`config.mk`:
```
export PLATFORM = sky130hd
export DESIGN_NAME = divider
export DESIGN_NICKNAME = d
export VERILOG_FILES = /design/src/rtl/arith_pkg.sv /design/src/rtl/div_step.sv /design/src/rtl/divider.sv
export SDC_FILE = /design/constraint.sdc
export NUM_CORES = 1
export LEC_CHECK = 0
export ABC_AREA = 1
export CORE_UTILIZATION = 23
export DETAILED_ROUTE_END_ITERATION = 8
export PLACE_DENSITY = 0.46
export SYNTH_ARGS = -nofsm -noshare
export SYNTH_HDL_FRONTEND = slang
export SYNTH_SLANG_ARGS = --single-unit
export TNS_END_PERCENT = 1
```
`constraint.sdc`:
```
create_clock -name clock -period 2.6 [get_ports clock]
set_clock_uncertainty 0.15 [all_clocks]
set_input_delay 0.52 -clock clock [delete_from_list [all_inputs] [get_ports clock]]
set_output_delay 0.52 -clock clock [all_outputs]
set_load 0.05 [all_outputs]
```
`src/rtl/arith_pkg.sv`:
```
// Shared arithmetic definitions: divider state encoding and default operand width.
package arith_pkg;

   localparam int DIV_WIDTH = 16;

   typedef enum logic [1:0] {
      IDLE = 2'd0,
      BUSY = 2'd1,
      DONE = 2'd2
   } div_state_t;

endpackage : arith_pkg

```
`src/rtl/div_step.sv`:
```
// One restoring radix-2 division step: shift in the next dividend bit,
// trial-subtract the divisor, keep the difference if it did not borrow.
module div_step #(
   parameter int WIDTH = 16
) (
   // Before the shift the partial remainder is always below 2**(WIDTH-1),
   // so only its low WIDTH-1 bits are carried in.
   input  logic [WIDTH-2:0] rem,
   input  logic             dvd_bit,
   input  logic [WIDTH-1:0] divisor,
   output logic [WIDTH-1:0] rem_next,
   output logic             q_bit
);

   logic [WIDTH-1:0] trial;
   logic [WIDTH:0]   diff;

   // Widened subtract: the extra MSB is the borrow, i.e. trial < divisor.
   always_comb begin
      trial    = {rem, dvd_bit};
      diff     = {1'b0, trial} - {1'b0, divisor};
      q_bit    = ~diff[WIDTH];
      rem_next = diff[WIDTH] ? trial : diff[WIDTH-1:0];
   end

endmodule : div_step

```
`src/rtl/divider.sv`:
```
// Sequential unsigned divider: one quotient bit per cycle, MSB first,
// with a divide-by-zero shortcut and back-to-back start support.
module divider
   import arith_pkg::*;
#(
   parameter int WIDTH = DIV_WIDTH
) (
   input  logic             clock,
   input  logic             reset,
   input  logic             start,
   input  logic [WIDTH-1:0] dividend,
   input  logic [WIDTH-1:0] divisor,
   output logic [WIDTH-1:0] quotient,
   output logic [WIDTH-1:0] remainder,
   output logic             done,
   output logic             busy,
   output logic             div_by_zero
);

   localparam int CNT_W = (WIDTH > 2) ? $clog2(WIDTH) : 1;
   localparam logic [CNT_W-1:0] LAST_STEP = CNT_W'(WIDTH - 1);

   div_state_t       state;
   // dvd_q shifts left each step: its MSB feeds the step, quotient bits
   // enter at the LSB, so after WIDTH steps it holds the quotient.
   logic [WIDTH-1:0] dvd_q;
   logic [WIDTH-1:0] dvs_q;
   logic [WIDTH-2:0] rem_q;
   logic [CNT_W-1:0] cnt_q;

   logic [WIDTH-1:0] rem_nxt;
   logic             q_bit;

   div_step #(.WIDTH(WIDTH)) u_step (
      .rem      (rem_q),
      .dvd_bit  (dvd_q[WIDTH-1]),
      .divisor  (dvs_q),
      .rem_next (rem_nxt),
      .q_bit    (q_bit)
   );

   // Control FSM, iteration datapath and registered results.
   always_ff @(posedge clock) begin
      if (reset) begin
         state       <= IDLE;
         dvd_q       <= '0;
         dvs_q       <= '0;
         rem_q       <= '0;
         cnt_q       <= '0;
         quotient    <= '0;
         remainder   <= '0;
         done        <= 1'b0;
         busy        <= 1'b0;
         div_by_zero <= 1'b0;
      end else begin
         done <= 1'b0;
         case (state)
            IDLE, DONE: begin
               if (start) begin
                  dvd_q <= dividend;
                  dvs_q <= divisor;
                  rem_q <= '0;
                  cnt_q <= '0;
                  if (divisor == '0) begin
                     // No iterations needed: publish the saturated result now.
                     state       <= DONE;
                     busy        <= 1'b0;
                     done        <= 1'b1;
                     quotient    <= '1;
                     remainder   <= dividend;
                     div_by_zero <= 1'b1;
                  end else begin
                     state       <= BUSY;
                     busy        <= 1'b1;
                     div_by_zero <= 1'b0;
                  end
               end else begin
                  state <= IDLE;
               end
            end
            BUSY: begin
               rem_q <= rem_nxt[WIDTH-2:0];
               dvd_q <= {dvd_q[WIDTH-2:0], q_bit};
               cnt_q <= cnt_q + 1'b1;
               if (cnt_q == LAST_STEP) begin
                  state     <= DONE;
                  busy      <= 1'b0;
                  done      <= 1'b1;
                  quotient  <= {dvd_q[WIDTH-2:0], q_bit};
                  remainder <= rem_nxt;
               end
            end
            default: begin
               state <= IDLE;
               busy  <= 1'b0;
            end
         endcase
      end
   end

endmodule : divider

```
==> out/qor.txt <==
=====================================================================================
Status ................................................................. finished, final reports clean
GR Util met1 ...........................................................        18.7%
Timing startpoint of the critical path .................................    dvd_q[15]
Clk pin slew, worst setup/hold paths ...................................      0.07 ns
Most common cell type on the critical path .............................      nand2_1
WP data arrival ........................................................      2.51 ns
Nets in the synthesized netlist ........................................          793
Buf/Inv on CP ..........................................................            4
Most Used Layer, Global Route ..........................................         met2
Standard cell area after detailed placement ............................ 0.00587 mm^2
Seq/Total Area, Yosys ..................................................        37.0%
Endpoints failing hold .................................................            0
Cts bufs inserted ......................................................            9
Critical path start-end classification ................................. flop to flop
Relative slew slack ....................................................        54.4%
Core Area ..............................................................  0.0202 mm^2
Routed Wire Length .....................................................      14.4 mm
Number of standard-cell rows in the floorplan ..........................           52
Routability-driven placement congestion ratio ..........................        0.825
Pin count of the biggest net entering global routing ...................           51
Setup repair after global routing missed its margin ....................           no
Number of hold buffers added after CTS .................................            0
Setup crit end kind ....................................................         flop
Via count of the first global-routing pass .............................         4516
Number of nets still failing antenna checks after routing ..............            0
Post-layout net count ..................................................          867
Met3 Use GR ............................................................        2.98%
Fraction of final layout cells with drive strength greater than 1 ......        5.99%
Maximum single-stage delay on the critical path ........................      0.40 ns
Class of the tightest hold or removal check ............................ flop to flop
Reg2Reg Launch Point ...................................................    dvd_q[15]
GR Util met2 ...........................................................        23.5%
Latest clock arrival within the worst-skew pair ........................      0.36 ns
Total Routing Usage GR .................................................        14.3%
Worst ir drop on vdd ...................................................     0.331 mV
Final-report setup violation count .....................................            0
Dominant delay contributor by cell family on the critical path ......... simple AND/OR/NAND/NOR gates
Largest driver fanout on the critical path .............................           17
Number of warnings reported in the yosys synthesis log .................            0
Final HPWL from detailed placement .....................................      10.7 mm
Total number of clock tree sinks .......................................           88
Mean instance size in the synthesized netlist ..........................    6.44 um^2
Static leakage power ...................................................      3.06 nW
Via count of the routed design .........................................         4570
Buffers from clock root to sink, at most ...............................            2
Count of inserted antenna diode cells ..................................            0
Clock root buffer master ...............................................    clkbuf_16
Slowest cell on crit path ..............................................         fa_1
Max-cap violations .....................................................            0
Wire length of the first global-routing pass ...........................      23.8 mm
Register bit count reported by yosys ...................................           88
Most used cells in the layout excluding fill and tap cells ............. nand2_1, inv_1, dfxtp_1
Die X-Extent ...........................................................       146 um
Post-synthesis instance area ........................................... 0.00476 mm^2
Global route overflow ..................................................            0
Layout Area Growth over Synthesis ......................................        30.4%
Count of input and output buffers ......................................           69
Most frequent standard cell in the layout excluding fill and tap cells .      nand2_1
Final worst-path cycle share ...........................................        92.6%
Die outline area .......................................................  0.0213 mm^2
Slew at the pin closest to its max-slew limit ..........................     0.684 ns
Cell Chain, Critical Path .............................................. inv_1 -> ha_1 -> fa_1 -> inv_1 -> nand2_1 -> nand2_1 -> nand3_1 -> nand2_2 -> nand2_2 -> nand2_1 -> nor2_4 -> buf_12 -> nand2_1 -> nand3_1 -> nand2_1 -> inv_1
Synthesized instance count .............................................          739
TritonCTS clock tree ...................................................        built
Starting density of the core ...........................................        23.5%
Post-route cell area ................................................... 0.00620 mm^2
Max-slew violations ....................................................            0
Startpoint Class .......................................................         flop
Detail-routed net length per standard cell .............................      13.3 um
Post-layout min period .................................................      2.41 ns
Power Dens Cells .......................................................  566 mW/mm^2
Detailed-router iteration count before antenna repair ..................            5
Worst hold path startpoint .............................................  quotient[1]
Remaining routing DRC violations .......................................            0
Data required time at the worst endpoint ...............................      2.70 ns
Ports placed on the boundary ...........................................           70
Iter 0 DRT Violations ..................................................          222
Number of antenna violations at the first check in global routing ......            0
Final TNS setup ........................................................         0 ns
Avg Vias per Cell ......................................................         4.20
Number of different library cells in the post-synthesis netlist ........           30
Maximum level of the CTS H-tree ........................................            3
Height of the die ......................................................       146 um
Timing-limited maximum frequency .......................................      416 MHz
=====================================================================================
## worst min-delay path, stage by stage (launching register included)
cell     delay (ns)
dfxtp_1        0.31
nand2_1        0.06
a21oi_1        0.05
## registers in the layout (all words and copies together) (netlist names)
register     cells
div_by_zero      1
busy             1
dvs_q           16
remainder       16
cnt_q            4
rem_q           15
quotient        16
done             1
state            2
dvd_q           16
## power breakdown
group | internal [mW] | switching [mW]
clock | 0.796 | 0.576
combinational | 0.267 | 0.435
sequential | 1.40 | 0.0342
total | 2.46 | 1.05
## kinds of logic after synthesis
logic type | share of synthesized area (%)
buf+inv | 13.2
flops | 37.0
simple gates | 29.2
xor+xnor | 1.29
compound gates | 14.2
fa+ha+maj | 5.16
## Yosys cell counts
master    instances  share of area, %
a211oi_1          1              0.16
a21oi_1          51               5.4
a21oi_2           1              0.18
a21oi_4           1              0.34
a31oi_1          12               1.6
and2_1            3              0.39
and3_1            1              0.13
buf_2             9              0.95
buf_6             2              0.47
clkbuf_1         20               1.6
clkinv_1          1             0.079
dfxtp_1          88                37
fa_1              1              0.42
ha_1             18               4.7
inv_1           127                10
inv_2             1             0.079
nand2_1         242                19
nand2_2           1              0.13
nand3_1          46               4.8
nand3b_1          1              0.16
nand4_1           4              0.53
nor2_1           39               3.1
nor2_2            2              0.26
nor2_4            1              0.24
nor3_1            2              0.21
o211ai_1         12               1.9
o21ai_0          44               4.6
or2_1             1              0.13
xnor2_1           2              0.37
xor2_1            5              0.92
## stage by stage
step	total power, mW	hold slack [ns]	setup WS, ns	util, %	std cells
floorplan	1.91	0.285	0.450	-	739
global placement	2.16	0.304	0.0249	29.0	1071
detailed placement	2.16	0.305	-0.0242	29.0	1071
CTS	3.55	0.315	0.193	30.5	1087
global route	3.69	0.338	0.000249	30.7	1088
finish	3.51	0.310	0.193	30.7	1088
## repair_timing
action                     CTS  global route
setup buffers                0             1
resized for setup            0             1
setup endpoints to repair    0             3
## cell type report
| class | count | area, um^2 |
|---|---|---|
| clock inverter | 5 | 53.8 |
| fill | 2234 | 14000 |
| multi-input combinational | 491 | 2370 |
| clock buffer | 11 | 253 |
| inverter | 129 | 484 |
| tap | 270 | 338 |
| timing repair buffer | 94 | 941 |
| sequential | 88 | 1760 |
## path summary, 6_finish.rpt
check / endpoint / cells past startpoint / slack [ns]
setup reg to reg: remainder[6] / 16 / 0.19
hold / removal: quotient[1] / 2 / 0.31
setup / recovery: remainder[6] / 16 / 0.19
hold reg to reg: quotient[1] / 2 / 0.31
## metal layers
| layer | vias up | part of all wire [%] |
|---|---|---|
| li1 | 2446 | - |
| met1 | 2028 | 49 |
| met2 | 83 | 45 |
| met3 | 13 | 4.3 |
| met4 | 0 | 1.5 |
| met5 | - | 0 |
(Power assumes the default switching activity.)
